### src/rtl/bcd_convert_scheduler_if.sv
// Request/result bundle for the BCD conversion scheduler.
// The master side issues requests and consumes results; the slave side is the scheduler.
interface bcd_convert_scheduler_if;
  logic [3:0]  req;
  logic [31:0] req_data;
  logic [3:0]  grant;
  logic        busy;
  logic        out_valid;
  logic        out_ready;
  logic [1:0]  out_id;
  logic [11:0] out_bcd;

  modport master (
    output req, req_data, out_ready,
    input  grant, busy, out_valid, out_id, out_bcd
  );

  modport slave (
    input  req, req_data, out_ready,
    output grant, busy, out_valid, out_id, out_bcd
  );
endinterface

### src/rtl/bcd_convert_scheduler.sv
// Round-robin scheduler feeding one shared 8-bit binary to 3-digit BCD converter.
// A grant starts an 8-step double-dabble; the result is held until the consumer accepts it.
module bcd_convert_scheduler (
  input  logic                      clk,
  input  logic                      rst_n,
  bcd_convert_scheduler_if.slave    bus
);

  localparam int unsigned N_REQ = 4;
  localparam int unsigned OP_W  = 8;
  localparam int unsigned BCD_W = 12;
  localparam int unsigned ID_W  = 2;
  localparam int unsigned CNT_W = 4;

  localparam logic [1:0] S_IDLE = 2'd0;
  localparam logic [1:0] S_CONV = 2'd1;
  localparam logic [1:0] S_DONE = 2'd2;

  logic [1:0]       state_q,     state_d;
  logic [ID_W-1:0]  last_q,      last_d;
  logic [ID_W-1:0]  id_q,        id_d;
  logic [OP_W-1:0]  op_q,        op_d;
  logic [BCD_W-1:0] dig_q,       dig_d;
  logic [CNT_W-1:0] cnt_q,       cnt_d;
  logic [BCD_W-1:0] out_bcd_q,   out_bcd_d;
  logic             out_valid_q, out_valid_d;
  logic             busy_q,      busy_d;

  logic             win_found;
  logic [ID_W-1:0]  win_id;
  logic [ID_W-1:0]  idx;
  logic [BCD_W-1:0] adj;
  logic [BCD_W-1:0] dig_step;
  logic [OP_W-1:0]  op_step;
  logic [N_REQ-1:0] grant_c;

  // Round-robin pick: scan starting just after the last granted requester.
  always_comb begin : arb
    win_found = 1'b0;
    win_id    = '0;
    idx       = '0;
    for (int i = 1; i <= int'(N_REQ); i++) begin
      idx = ID_W'(last_q + ID_W'(i));
      if (!win_found && bus.req[idx]) begin
        win_found = 1'b1;
        win_id    = idx;
      end
    end
  end

  // One double-dabble step on {digits, operand}.
  always_comb begin : dabble
    adj = '0;
    for (int d = 0; d < 3; d++) begin
      adj[4*d +: 4] = (dig_q[4*d +: 4] > 4'd4) ? dig_q[4*d +: 4] + 4'd3 : dig_q[4*d +: 4];
    end
    dig_step = {adj[BCD_W-2:0], op_q[OP_W-1]};
    op_step  = {op_q[OP_W-2:0], 1'b0};
  end

  always_comb begin : next_state
    state_d   = state_q;
    last_d    = last_q;
    id_d      = id_q;
    op_d      = op_q;
    dig_d     = dig_q;
    cnt_d     = cnt_q;
    out_bcd_d = out_bcd_q;
    grant_c   = '0;

    case (state_q)
      S_IDLE: begin
        out_bcd_d = '0;
        if (win_found) begin
          grant_c = N_REQ'(1) << win_id;
          last_d  = win_id;
          id_d    = win_id;
          op_d    = bus.req_data[{win_id, 3'b000} +: OP_W];
          dig_d   = '0;
          cnt_d   = CNT_W'(OP_W);
          state_d = S_CONV;
        end
      end
      S_CONV: begin
        dig_d = dig_step;
        op_d  = op_step;
        cnt_d = cnt_q - CNT_W'(1);
        if (cnt_q == CNT_W'(1)) begin
          state_d   = S_DONE;
          out_bcd_d = dig_step;
        end
      end
      S_DONE: begin
        if (bus.out_ready) begin
          state_d   = S_IDLE;
          out_bcd_d = '0;
        end
      end
      default: begin
        state_d   = S_IDLE;
        out_bcd_d = '0;
      end
    endcase

    out_valid_d = (state_d == S_DONE);
    busy_d      = (state_d != S_IDLE);
  end

  always_ff @(posedge clk) begin
    if (!rst_n) begin
      state_q     <= S_IDLE;
      last_q      <= ID_W'(N_REQ - 1);
      id_q        <= '0;
      op_q        <= '0;
      dig_q       <= '0;
      cnt_q       <= '0;
      out_bcd_q   <= '0;
      out_valid_q <= 1'b0;
      busy_q      <= 1'b0;
    end else begin
      state_q     <= state_d;
      last_q      <= last_d;
      id_q        <= id_d;
      op_q        <= op_d;
      dig_q       <= dig_d;
      cnt_q       <= cnt_d;
      out_bcd_q   <= out_bcd_d;
      out_valid_q <= out_valid_d;
      busy_q      <= busy_d;
    end
  end

  // Grant is the same-cycle acknowledge of the operand capture; suppressed while in reset.
  assign bus.grant     = rst_n ? grant_c : '0;
  assign bus.busy      = busy_q;
  assign bus.out_valid = out_valid_q;
  assign bus.out_id    = id_q;
  assign bus.out_bcd   = out_bcd_q;

endmodule
### src/flat_wrapper.sv
// flat-port wrapper written by rule: the top's interface ports become plain ports
module bcd_convert_scheduler_flat 
  (clk, rst_n, bus_req, bus_req_data, bus_out_ready, bus_grant, bus_busy, bus_out_valid, bus_out_id, bus_out_bcd);
  bcd_convert_scheduler_if bus_i ();
  input  logic clk;
  input  logic rst_n;
  input wire logic [$bits(bus_i.req)-1:0] bus_req;
  input wire logic [$bits(bus_i.req_data)-1:0] bus_req_data;
  input wire logic [$bits(bus_i.out_ready)-1:0] bus_out_ready;
  output wire logic [$bits(bus_i.grant)-1:0] bus_grant;
  output wire logic [$bits(bus_i.busy)-1:0] bus_busy;
  output wire logic [$bits(bus_i.out_valid)-1:0] bus_out_valid;
  output wire logic [$bits(bus_i.out_id)-1:0] bus_out_id;
  output wire logic [$bits(bus_i.out_bcd)-1:0] bus_out_bcd;
  assign bus_i.req = bus_req;
  assign bus_i.req_data = bus_req_data;
  assign bus_i.out_ready = bus_out_ready;
  assign bus_grant = bus_i.grant;
  assign bus_busy = bus_i.busy;
  assign bus_out_valid = bus_i.out_valid;
  assign bus_out_id = bus_i.out_id;
  assign bus_out_bcd = bus_i.out_bcd;
  bcd_convert_scheduler u_core (.clk(clk), .rst_n(rst_n), .bus(bus_i));
endmodule
### config.mk
export PLATFORM = sky130hd
export DESIGN_NAME = bcd_convert_scheduler_flat
export DESIGN_NICKNAME = d
export VERILOG_FILES = /design/src/rtl/bcd_convert_scheduler_if.sv /design/src/rtl/bcd_convert_scheduler.sv /design/src/flat_wrapper.sv
export SDC_FILE = /design/constraint.sdc
export NUM_CORES = 1
export LEC_CHECK = 0
export BUFFER_PORTS_ARGS = -buffer_cell sky130_fd_sc_hd__buf_4
export CORE_AREA = 2 2 71 73
export DETAILED_ROUTE_END_ITERATION = 6
export DIE_AREA = 0 0 73 75
export PLACE_DENSITY = 0.77
export SYNTH_ARGS = -nofsm -noshare
export SYNTH_HDL_FRONTEND = slang
export SYNTH_SLANG_ARGS = --single-unit
### constraint.sdc
create_clock -name clk -period 1.8 [get_ports clk]
set_input_delay 0.18 -clock clk [delete_from_list [all_inputs] [get_ports clk]]
set_output_delay 0.18 -clock clk [all_outputs]
set_load 0.005 [all_outputs]
# Word level (Yosys, flattened, before mapping)
# Cells that the tools add are included.
[classes]
n_reduce_logical = 12
n_mux = 35
n_addsub = 7
eq_ne = 7
shift = 2
magnitude_cmp = 7
[op_table]
columns = ["operator", "n"]
rows = [
  ["12-bit case mux with 2 select lines", 2],
  ["12-bit two-way mux", 3],
  ["32-bit by 6-bit indexed part select with 8-bit output", 1],
  ["4-bit two-way mux", 6],
  ["8-bit case mux with 2 select lines", 1],
  ["2-bit two-way mux", 7],
  ["4-bit by 3-bit greater-than comparator with 1-bit output, second input constant", 3],
  ["2-bit by 3-bit less-than comparator with 1-bit output, second input constant", 4],
  ["4-bit by 2-bit adder with 4-bit output, second input constant", 2],
  ["1-bit binary-select mux with 2-bit select", 4],
  ["1-bit two-way mux", 8],
  ["8-bit two-way mux", 1],
  ["4-bit case mux with 2 select lines", 1],
  ["2-bit case mux with 3 select lines", 1],
  ["2-bit AND reduction", 3],
  ["2-bit adder, second input constant", 2],
  ["2-bit == test, second input constant", 2],
  ["4-bit by 1-bit == test with 1-bit output, second input constant", 1],
  ["2-bit by 1-bit != test with 1-bit output, second input constant", 2],
  ["2-bit nonzero test", 2],
  ["1-bit by 2-bit << shifter with 4-bit output, first input constant", 1],
  ["4-bit by 1-bit subtractor with 4-bit output, second input constant", 1],
  ["3-bit by 2-bit adder with 3-bit output, second input constant", 1],
  ["1-bit logical AND", 3],
  ["6 further kinds", 8],
]
[word_totals]
ff_bits = 44
in_bits = 39
word_cells = 79

# Longest topological paths before layout
[depth]
ltp_word = 17
mapped_depth = 7
ltp_nobuf = 7

# Least setup slack after synthesis
# OpenSTA, ideal clock, no wires.
[synth_timing]
kind = "reg-to-reg"
from = "register u_core.cnt_q[1]"
to = "register u_core.out_bcd_q[10] (netlist: u_core.bus.out_bcd[10])"
path_buffers = 0
required_ns = 1.724
slack_ns = 0.269
t_arrival_ns = 1.456
synth_period_minus_slack_ns = 1.531
stages_incl_launch_ff = 8
cell_sequence = "dfxtp_1 > inv_1 > ha_1 > nor3b_1 > nor2_1 > nor2_1 > nand3_1 > a21boi_0"
[synth_between]
elab_chain_cells = 3
[synth_lines]
columns = ["item", "line", "source"]
rows = [
  ["start, declared", "bcd_convert_scheduler.sv:24", "logic [CNT_W-1:0] cnt_q, cnt_d;"],
  ["start signal, assigned", "bcd_convert_scheduler.sv:126", "cnt_q <= cnt_d;"],
  ["4-bit by 1-bit == test with 1-bit output", "bcd_convert_scheduler.sv:88", "if (cnt_q == CNT_W'(1)) begin"],
  ["2-bit by 1-bit != test with 1-bit output (no line)", "-", ""],
  ["2-bit AND reduction (no line)", "-", ""],
  ["end signal, assigned", "bcd_convert_scheduler.sv:127", "out_bcd_q <= out_bcd_d;"],
  ["end, declared", "bcd_convert_scheduler.sv:25", "logic [BCD_W-1:0] out_bcd_q, out_bcd_d;"],
]
# No other way between the ends.
# A chain may end at the register's enable or synchronous reset.

# Worst setup path after layout
[layout_timing]
from = "register u_core.last_q[1]"
to = "output port bus_grant[0]"
[layout_between]
elab_chain_cells = 17
elab_cells_between_ends = 29
[layout_lines]
columns = ["item", "line", "source"]
rows = [
  ["start, declared", "bcd_convert_scheduler.sv:20", "logic [ID_W-1:0] last_q, last_d;"],
  ["start signal, assigned", "bcd_convert_scheduler.sv:112", "last_q <= ID_W'(N_REQ - 1);"],
  ["start signal, assigned", "bcd_convert_scheduler.sv:122", "last_q <= last_d;"],
  ["2-bit by 1-bit adder with 2-bit output", "bcd_convert_scheduler.sv:43", "idx = ID_W'(last_q + ID_W'(i));"],
  ["1-bit binary-select mux with 2-bit select", "bcd_convert_scheduler.sv:44", "if (!win_found && bus.req[idx]) begin"],
  ["1-bit two-way mux (not written as such)", "bcd_convert_scheduler.sv:44", ""],
  ["1-bit two-way mux", "bcd_convert_scheduler.sv:44", ""],
  ["1-bit zero test", "bcd_convert_scheduler.sv:44", ""],
  ["1-bit logical AND", "bcd_convert_scheduler.sv:44", ""],
  ["1-bit two-way mux", "bcd_convert_scheduler.sv:44", ""],
  ["1-bit zero test", "bcd_convert_scheduler.sv:44", ""],
  ["1-bit logical AND", "bcd_convert_scheduler.sv:44", ""],
  ["1-bit two-way mux", "bcd_convert_scheduler.sv:44", ""],
  ["1-bit zero test", "bcd_convert_scheduler.sv:44", ""],
  ["1-bit logical AND", "bcd_convert_scheduler.sv:44", ""],
  ["2-bit two-way mux", "bcd_convert_scheduler.sv:44", ""],
  ["1-bit by 2-bit << shifter with 4-bit output", "bcd_convert_scheduler.sv:75", "grant_c = N_REQ'(1) << win_id;"],
  ["4-bit two-way mux *", "bcd_convert_scheduler.sv:74", "if (win_found) begin"],
  ["4-bit two-way mux *", "bcd_convert_scheduler.sv:71", "case (state_q)"],
  ["4-bit two-way mux *", "bcd_convert_scheduler.sv:134", "assign bus.grant = rst_n ? grant_c : '0;"],
  ["end, declared", "flat_wrapper.sv:10", "output wire logic [$bits(bus_i.grant)-1:0] bus_grant;"],
]
# Mark *: on every way between the ends. The rest lies on a longest branch, timed or not. The select of a mux whose other input is x is not followed.

==> summary.txt <==
Status
  • Status: complete, no violations

Die
  • Die Ht: 75 um
  • Initial Utilization: 48.9%
  • Die footprint: 5480 sq um
  • Area of the core: 4660 sq um
  • # IOs: 59
  • Die W: 73 um
  • Std-Cell Rows: 25

Global routing
  • Gr usage total: 20.0%
  • Initial antenna violation count: 0
  • Largest net degree at the start of global routing: 49
  • Vias in the first global route: 2024
  • Gr ovfl total: 0
  • First-pass GRT wire length: 8.71 mm

Timing
  • Hold violation total from the final report: 0
  • Post-route clock period utilization: 97.5%
  • Slew Limit Fails: 0
  • Max Freq: 0.570 GHz
  • Worst Clk Skew: 0.0107 ns
  • Setup tns final: 0 ns
  • RSZ-0062 raised after global routing: true
  • Worst-margin pin slew: 0.442 ns
  • Slew margin rel.: 70.5%
  • Final setup fails: 0
  • PnR worst setup slack: 0.0455 ns
  • Tmin final: 1.75 ns

Yosys
  • #FFs+latches synth: 44
  • Post-Synth Adder-Cell Area: 2.74%
  • Syn. warnings: 0
  • Synth cell types: 39
  • Post-synthesis cell area: 2280 sq um
  • Mean Syn Cell Area: 8.47 sq um
  • Mux share of post-synthesis cell area: 8.78%
  • Syn Inst Count: 269
  • Largest family of logic cells by synthesized area: simple AND/OR/NAND/NOR gates
  • Simple-gate area share of the yosys netlist: 22.4%
  • Xor-xnor portion of the synthesized cell area: 1.54%
  • Post-Syn Nets: 313
  • Post-synthesis compound-gate area fraction: 20.1%
  • Post-synthesis sequential area ratio: 38.6%

Layout
  • Area growth syn-to-layout: 33.8%
  • Final core occ: 65.4%
  • Layout cells sized above 1: 29.8%
  • Nets: 382
  • Ant diodes: 0

Critical path
  • RR Endpoint: u_core.op_q[3]$_SDFFE_PN0P_
  • Critical Path RT: 1.62 ns
  • Worst Setup Path Type: reg -> out
  • CP Max Fanout: 5
  • R2R Setup Slk: 0.12 ns
  • R2r startpoint: u_core.last_q[1]$_SDFFE_PN1P_
  • Setup crit end kind: output port
  • FF-to-FF path depth: 7
  • Worst EP arrival: 1.57 ns
  • Critical path startpoint category: flip-flop

Placed design
  • Gpl congestion: 0.755
  • PortBufs: 58
  • Pre-CTS setup slack: 0.114 ns
  • Detailed Place HPWL: 3.70 mm

Power and ir drop
  • Sequential share of power: 44.1%
  • Cell Int Power: 1.79 mW
  • P per Cell Area: 805 nW/um^2
  • Switch share: 27.0%
  • Power share of the combinational group: 23.5%
  • Lkg Pwr: 1.34 nW
  • Clock power frac: 32.5%
  • Worst vdd ir: 0.341 mV
  • Net Switching: 662 uW
  • Total power: 2.46 mW

Detailed routing
  • Drt first pass iters: 4
  • DR WL/cell: 13.4 um
  • Via density: 5.37
  • Post-route ant nets: 0
  • Vias: 2109
  • Total Routed Length: 5.26 mm
  • DRC: 0
  • First DRT Iteration DRCs: 122

Clock tree
  • Worst-path clk slew: 0.09 ns
  • # H-tree levels: 2
  • TritonCTS clock tree: built
  • # clock sinks: 44
  • Root buffer cell: clkbuf_8
  • CTS Buffer Depth: 2
  • CTS Buf Count: 5
  • Skew-Pair Late Insertion Delay: 0.30 ns

Hold path
  • Hold Startpoint: bus_req_data[25]
  • Hold WC Path Type: in -> reg
  • Hold path endpoint: u_core.op_q[1]$_SDFFE_PN0P_
  • Worst hold stages: 3

Job
  • Max-cap violation count: 0
[logic make-up after synthesis]
logic type | count (synthesis)
AND/OR/NAND/NOR | 102
AO/OA/AOI/OAI | 64
flip-flops | 44
buffers and inverters | 30
multiplexers | 20
adder cells (fa/ha/maj) | 5
XOR/XNOR | 4
[metrics by stage]
stage	instances	hold WS [ns]	instance area [sq um]
5_1_grt	393	0.202	3050
6_report	393	0.171	3050
3_3_place_gp	378	0.448	2820
2_1_floorplan	269	0.366	2280
4_1_cts	390	0.189	3020
3_5_place_dp	378	0.459	2820
[layout by cell type, fill, tap and decap left out, types with 3 or more instances in the layout]
cell       n
a21boi_0  12
a21oi_1   14
a22o_1     7
a22oi_1    8
and2_1     4
buf_4     75
clkbuf_8   6
dfxtp_1   42
ha_1       5
inv_1     13
mux2i_1   20
nand2_1   33
nand3_1   11
nor2_1    20
nor2b_1   17
nor3_1     3
o21ai_0    6
o221ai_1   7
xnor2_1    4
[critical path, stage by stage, from the launching register on]
cell,delay [ns]
dfxtp_2,0.40
nor3b_1,0.10
a311oi_4,0.37
nand3b_4,0.23
nor2_1,0.06
buf_4,0.13
[registers in the layout (all words and copies together), names as in the netlist]
name	count
u_core.bus.out_bcd	12
u_core.bus.out_valid	1
u_core.op_q	8
u_core.last_q	2
u_core.state_q	2
u_core.bus.busy	1
u_core.bus.out_id	2
u_core.cnt_q	4
u_core.dig_q	12
[power groups by stage]
stage | logic, mW | clock network, mW | registers (mW)
2_1_floorplan | 0.321 | 0 | 1.09
3_3_place_gp | 0.497 | 0 | 1.10
3_5_place_dp | 0.509 | 0 | 1.10
4_1_cts | 0.578 | 0.809 | 1.08
5_1_grt | 0.632 | 0.835 | 1.09
6_report | 0.576 | 0.797 | 1.08
[Yosys cell counts, drive strengths merged]
library cell | count | area [sq um]
clkbuf | 10 | 37.5
o31ai | 1 | 7.51
nor2 | 21 | 78.8
nor3 | 3 | 15.0
a22oi | 8 | 60.1
inv | 15 | 56.3
a311oi | 1 | 15.0
nand3b | 1 | 11.3
o21ai | 7 | 35.0
a22o | 7 | 61.3
a21oi | 15 | 75.1
or4 | 1 | 11.3
mux2i | 20 | 200
and2 | 5 | 33.8
or2 | 1 | 6.26
nand3 | 12 | 65.1
xnor2 | 4 | 35.0
o21a | 1 | 7.51
a41o | 1 | 10.0
nor3b | 4 | 35.0
o21bai | 2 | 18.8
nand2b | 3 | 18.8
nand2 | 33 | 124
a21boi | 13 | 97.6
o221ai | 7 | 61.3
dfxtp | 44 | 881
ha | 5 | 62.6
nor2b | 17 | 106
nor4 | 1 | 6.26
a221o | 1 | 10.0
buf | 5 | 36.3
[worst max-delay path by stage]
stage          cells after the start                             endpoint                           from
3_5_place_dp                       7   u_core.bus.out_bcd[2]$_SDFFE_PN0P_   u_core.cnt_q[1]$_SDFFE_PN0P_
2_1_floorplan                      7  u_core.bus.out_bcd[10]$_SDFFE_PN0P_   u_core.cnt_q[1]$_SDFFE_PN0P_
3_3_place_gp                       6                         bus_grant[0]                     bus_req[0]
4_1_cts                            5                         bus_grant[3]  u_core.last_q[0]$_SDFFE_PN1P_
5_1_grt                            5                         bus_grant[1]  u_core.last_q[1]$_SDFFE_PN1P_
6_report                           5                         bus_grant[0]  u_core.last_q[1]$_SDFFE_PN1P_
[what timing repair did]
item,CTS,global route
hold buffers,0,0
pin swaps,4,6
cloned,1,0
setup endpoints to repair,4,16
hold endpoints to repair,0,0
setup buffers,3,4
resized for setup,5,8
[metal layers]
metal	share of wire [%]	routed length, um	vias up	GRT usage (%)
li1	-	-	1078	-
met5	0	0	-	0
met4	0.34	18	0	4.73
met1	44	2310	978	25.1
met2	50	2650	50	34.7
met3	5.4	284	3	4.82
[area by class of cell]
class,count,area [sq um]
clock inverters,2,38.8
inverters,15,56.3
multi-input cells,195,1330
clock buffers,6,82.6
well taps,54,67.6
fillers,394,1610
flip-flops and latches,44,883
repair buffers,77,594
Note: power is estimated with default switching activity, not from simulation.
